===== src/rtl/mem_port_arbiter.sv =====
// mem_port_arbiter: shares one variable-latency memory between
// fetch and data ports, round-robin grant, watchdog abort.
module mem_port_arbiter #(
  parameter int unsigned TIMEOUT = 255
) (
  input  logic        clk_i,
  input  logic        rst_n,
  input  logic        if_req_i,
  input  logic [31:0] if_addr_i,
  output logic        if_ack_o,
  output logic [31:0] if_rdata_o,
  input  logic        dm_req_i,
  input  logic        dm_we_i,
  input  logic [31:0] dm_addr_i,
  input  logic [31:0] dm_wdata_i,
  output logic        dm_ack_o,
  output logic [31:0] dm_rdata_o,
  output logic        mem_req_o,
  output logic        mem_we_o,
  output logic [31:0] mem_addr_o,
  output logic [31:0] mem_wdata_o,
  input  logic        mem_ack_i,
  input  logic [31:0] mem_rdata_i,
  output logic        err_o,
  output logic        stall_o
);

  typedef enum logic [1:0] {
    IDLE,
    BUSY,
    RESP
  } state_t;

  localparam logic [7:0] TMO_LAST = 8'(TIMEOUT - 1);

  state_t      state_q, state_d;
  logic        last_gnt_q, last_gnt_d;
  logic        gnt_q, gnt_d;
  logic [7:0]  tmo_cnt_q, tmo_cnt_d;
  logic        mem_req_q, mem_req_d;
  logic        mem_we_q, mem_we_d;
  logic [31:0] mem_addr_q, mem_addr_d;
  logic [31:0] mem_wdata_q, mem_wdata_d;
  logic        if_ack_q, if_ack_d;
  logic        dm_ack_q, dm_ack_d;
  logic        err_q, err_d;
  logic [31:0] if_rdata_q, if_rdata_d;
  logic [31:0] dm_rdata_q, dm_rdata_d;
  logic        pick_dm;
  logic        tmo_hit;
  logic [31:0] rd_val;

  // Next-state: arbitration in IDLE, wait/abort in BUSY, ack in RESP
  always_comb begin
    state_d     = state_q;
    last_gnt_d  = last_gnt_q;
    gnt_d       = gnt_q;
    tmo_cnt_d   = tmo_cnt_q;
    mem_req_d   = mem_req_q;
    mem_we_d    = mem_we_q;
    mem_addr_d  = mem_addr_q;
    mem_wdata_d = mem_wdata_q;
    if_ack_d    = 1'b0;
    dm_ack_d    = 1'b0;
    err_d       = 1'b0;
    if_rdata_d  = if_rdata_q;
    dm_rdata_d  = dm_rdata_q;
    pick_dm     = 1'b0;
    tmo_hit     = 1'b0;
    rd_val      = '0;
    unique case (state_q)
      IDLE: begin
        pick_dm = dm_req_i & (~if_req_i | ~last_gnt_q);
        if (if_req_i | dm_req_i) begin
          state_d     = BUSY;
          gnt_d       = pick_dm;
          last_gnt_d  = pick_dm;
          tmo_cnt_d   = '0;
          mem_req_d   = 1'b1;
          mem_we_d    = pick_dm & dm_we_i;
          mem_addr_d  = pick_dm ? dm_addr_i : if_addr_i;
          mem_wdata_d = pick_dm ? dm_wdata_i : '0;
        end
      end
      BUSY: begin
        tmo_hit = ~mem_ack_i & (tmo_cnt_q == TMO_LAST);
        rd_val  = tmo_hit ? '0 : mem_rdata_i;
        if (mem_ack_i | tmo_hit) begin
          state_d   = RESP;
          mem_req_d = 1'b0;
          if_ack_d  = ~gnt_q;
          dm_ack_d  = gnt_q;
          err_d     = tmo_hit;
          if (!mem_we_q) begin
            if (gnt_q) dm_rdata_d = rd_val;
            else       if_rdata_d = rd_val;
          end
        end else begin
          tmo_cnt_d = tmo_cnt_q + 8'd1;
        end
      end
      RESP: begin
        state_d = IDLE;
      end
      default: begin
        state_d = IDLE;
      end
    endcase
  end

  // State and registered outputs
  always_ff @(posedge clk_i or negedge rst_n) begin
    if (!rst_n) begin
      state_q     <= IDLE;
      last_gnt_q  <= 1'b0;
      gnt_q       <= 1'b0;
      tmo_cnt_q   <= '0;
      mem_req_q   <= 1'b0;
      mem_we_q    <= 1'b0;
      mem_addr_q  <= '0;
      mem_wdata_q <= '0;
      if_ack_q    <= 1'b0;
      dm_ack_q    <= 1'b0;
      err_q       <= 1'b0;
      if_rdata_q  <= '0;
      dm_rdata_q  <= '0;
    end else begin
      state_q     <= state_d;
      last_gnt_q  <= last_gnt_d;
      gnt_q       <= gnt_d;
      tmo_cnt_q   <= tmo_cnt_d;
      mem_req_q   <= mem_req_d;
      mem_we_q    <= mem_we_d;
      mem_addr_q  <= mem_addr_d;
      mem_wdata_q <= mem_wdata_d;
      if_ack_q    <= if_ack_d;
      dm_ack_q    <= dm_ack_d;
      err_q       <= err_d;
      if_rdata_q  <= if_rdata_d;
      dm_rdata_q  <= dm_rdata_d;
    end
  end

  assign mem_req_o   = mem_req_q;
  assign mem_we_o    = mem_we_q;
  assign mem_addr_o  = mem_addr_q;
  assign mem_wdata_o = mem_wdata_q;
  assign if_ack_o    = if_ack_q;
  assign dm_ack_o    = dm_ack_q;
  assign err_o       = err_q;
  assign if_rdata_o  = if_rdata_q;
  assign dm_rdata_o  = dm_rdata_q;
  assign stall_o     = (if_req_i & ~if_ack_q) | (dm_req_i & ~dm_ack_q);

endmodule


===== config.mk =====
export PLATFORM = sky130hd
export DESIGN_NAME = mem_port_arbiter
export DESIGN_NICKNAME = d
export VERILOG_FILES = /design/src/rtl/mem_port_arbiter.sv
export SDC_FILE = /design/constraint.sdc
export NUM_CORES = 1
export LEC_CHECK = 0
export BUFFER_PORTS_ARGS = -buffer_cell sky130_fd_sc_hd__buf_2
export CAP_MARGIN = 20
export CELL_PAD_IN_SITES_DETAIL_PLACEMENT = 2
export CELL_PAD_IN_SITES_GLOBAL_PLACEMENT = 2
export CORE_MARGIN = 2
export CORE_UTILIZATION = 26
export CTS_CLUSTER_DIAMETER = 150
export CTS_CLUSTER_SIZE = 24
export DETAILED_ROUTE_END_ITERATION = 10
export PLACE_DENSITY_LB_ADDON = 0.1
export SETUP_SLACK_MARGIN = 0.2
export SYNTH_ARGS = -nofsm -noshare
export SYNTH_HDL_FRONTEND = slang
export SYNTH_SLANG_ARGS = --single-unit

===== constraint.sdc =====
create_clock -name clk_i -period 1.6 [get_ports clk_i]
set_input_delay 0.32 -clock clk_i [delete_from_list [all_inputs] [get_ports clk_i]]
set_output_delay 0.32 -clock clk_i [all_outputs]
set_load 0.01 [all_outputs]

==> results.md <==
* Syn_area_per_cell at roughly 13 µm²
* Commonest non-fill, non-tap cells in the layout: 265 x buf_2, 139 x dfrtp_1, 62 x a32o_1
* Biggest area consumer among synthesized cells: dfrtp_1
* Setup crit start: tmo_cnt_q[0]
* CP Data Required Time at about 1.9 ns
* Crit end category: flop
* RSZ-0062 raised after global routing: true
* CTS tree: done
* Drt drc at 0
* Area of placed instances at roughly 0.0076 mm²
* Total Die Area at 0.0233 mm²
* Cell Area, Synth at about 0.0057 mm²
* Largest net degree at the start of global routing at a little under 70
* Fin area at around 0.0093 mm²
* Yosys warnings at 0
* Slew HR at around 74%
* Worst Path Max Fanout at 32
* Period Utilization, post-route at 96.8%
* Total routing usage reported by global routing at approximately 17%
* Drt via density at 4.97
* Hpwl dp at 13600 µm
* Max Fclk at between 600 and 700 MHz
* Min cycle time layout at ~1.5 ns
* Multi-input gate area at ~0.0023 mm²
* Initial antenna violation count at 0
* DRT Pass-1 Iters at 4
* Reg2reg start: tmo_cnt_q[0]
* CTS Buf Count at 17
* Final setup vio count at 0
* Util after Layout at 42.8%
* Input/output buffers at around 270
* CP Launch Type: flop
* Drt total wl at approximately 22000 µm
* Die height at 153 µm
* Commonest non-fill, non-tap cell in the layout: buf_2
* R2r endpoint: if_rdata_o[16]
* ANT nets after route at 0
* Slew @ Worst Pin at ~0.38 ns
* Slew Limit Fails at 0
* Root buffer cell: clkbuf_16
* Clock Skew at a little over 0.009 ns
* R2R depth at 7
* DR iter-0 viols at ~210
* Share of post-route cells with drive strength above 1 at a little under three fifths
* Wire length per cell at 21.0 µm
* Final hold vios at 0
* Vias post-DR at 5207
* Min-delay worst type: primary input to flop
* First-pass GRT wire length at between 30000 and 40000 µm
* Gpl congestion at roughly 0.73
* Reg2Reg Setup Slack at between 0.05 and 0.06 ns
* Critical Path Sink: if_rdata_o[16]
* Yosys reg bits at between 100 and 150
* Crit path DAT at 1.85 ns
* Synth area leaders: dfrtp_1 63%, a32o_1 11%, mux2i_1 5.6%
* Net Count, Synth at 573
* Num rows at 54
* Register area at 0.00361 mm²
* # diodes at 0
* Starting Density at about a quarter
* Pwr Density at ~2000 mW/mm²
* Final Net Count at approximately 890
* H-tree Lvls at 4
* Clock sink count at 144
* Peak VDD IR at 0.930 mV
* Fillers at approximately 2200
* Clk Latency, worst-skew pair at between 0.4 and 0.5 ns
* Grt total ovfl at 0
* Clock Path Buffers at 2
* Static leakage at about 4.6 nW
* Num ports at 268
* Post-synth top area share at 62.8%
* Layout area overhead at 62.3%
* Number of global-route vias before repair at 5593
* Die Span X at between 150 and 200 µm
* Core ar. at around 0.022 mm²
* CP Class: flop to flop
* Register area share after synthesis at a little over three fifths
* Status: complete, no violations
* Worst-path clk slew at roughly 0.070 ns
* Yosys cell types at 37
* Max Cap Violations at 0
* Mapped Cells at 437
* Hold WS at ~0.12 ns
[stage by stage]
stage	TNS (ns)	total power, mW	instances	setup WS, ns
2_1_floorplan	0	9.42	437	0.149
3_3_place_gp	0	12.3	973	0.0531
3_5_place_dp	-0.0225	12.6	973	-0.0105
4_1_cts	0	17.3	1017	0.0783
5_1_grt	-0.629	19.9	1048	-0.0285
6_report	0	18.7	1048	0.0504
[worst max-delay path: stages, from the launching register on]
cell,delay [ns]
dfrtp_1,0.39
inv_1,0.07
ha_2,0.19
nand3_4,0.12
nor2_4,0.17
o21ai_2,0.09
buf_12,0.19
a32o_1,0.22
[synthesized netlist by cell type (all sizes together)]
| cell type | n |
|---|---|
| o2bb2ai | 2 |
| nor2b | 2 |
| inv | 5 |
| nand3 | 9 |
| a21o | 2 |
| o21a | 2 |
| nor3b | 1 |
| nand2b | 1 |
| a2bb2oi | 1 |
| o21ai | 41 |
| dfrtp | 144 |
| ha | 2 |
| a31oi | 2 |
| a41oi | 2 |
| o22ai | 2 |
| nor3 | 3 |
| mux2i | 32 |
| clkbuf | 14 |
| a21boi | 1 |
| nor4 | 1 |
| nand2 | 35 |
| nor2 | 5 |
| a32o | 62 |
| and3 | 2 |
| a21oi | 3 |
| buf | 23 |
| a22o | 34 |
| nand4 | 1 |
| or3 | 1 |
| and2 | 2 |
[where the power goes]
group,total [mW],internal (mW),switching [mW]
combinational,8.33,4.13,4.19
clock,4.11,2.46,1.65
sequential,6.27,5.24,1.03
total,18.7,11.8,6.87
[layout make-up]
class	count	share of cell area, %
sequential	144	38.8
timing repair buffer	333	25.4
multi-input combinational	254	25.2
clock buffer	20	5.01
tap	280	3.76
clock inverter	12	1.60
inverter	5	0.202
[worst min path at each step]
stage | from | to | slack [ns] | cells after the start
after CTS | dm_wdata_i[0] | mem_wdata_o[0] | 0.09 | 2
after detailed placement | rst_n | mem_addr_o[24] | 0.25 | 1
after global placement | rst_n | mem_addr_o[29] | 0.25 | 1
final | dm_wdata_i[0] | mem_wdata_o[0] | 0.12 | 2
after floorplan | rst_n | dm_ack_o | 0.02 | 0
after global routing | dm_wdata_i[0] | mem_wdata_o[0] | 0.1 | 2
[state kept, by name, summed over array words and instances (netlist names)]
register and flops:
dm_rdata_o 32, if_rdata_o 32, mem_addr_o 32, mem_wdata_o 32
tmo_cnt_q 8, state_q 2, dm_ack_o 1, err_o 1
gnt_q 1, if_ack_o 1, mem_req_o 1, mem_we_o 1
[routing by layer]
layer	track usage, %	wire length (µm)	vias to the layer above
met5	0	0	-
li1	-	-	2336
met3	4.32	1200	16
met2	29.1	11100	187
met4	5.38	228	0
met1	21.5	9570	2668
[timing repair]
| item | in CTS | in global routing |
|---|---|---|
| gates resized for setup | 37 | 108 |
| endpoints found under the setup margin | 143 | 141 |
| hold buffers | 1 | 0 |
| buffers inserted | 8 | 9 |
| cloned | 3 | 22 |
| endpoints found under the hold margin | 29 | 0 |
| pin swaps | 4 | 46 |
[logic make-up after synthesis]
group                    count (synthesis)  share of synthesized area, %
AO/OA/AOI/OAI                          154                          22.0
adder cells (fa/ha/maj)                  2                         0.436
buffers and inverters                   42                          3.99
flip-flops                             144                          62.8
multiplexers                            32                          5.59
AND/OR/NAND/NOR                         63                          5.17
No activity file was read; power rests on OpenSTA's default activity.
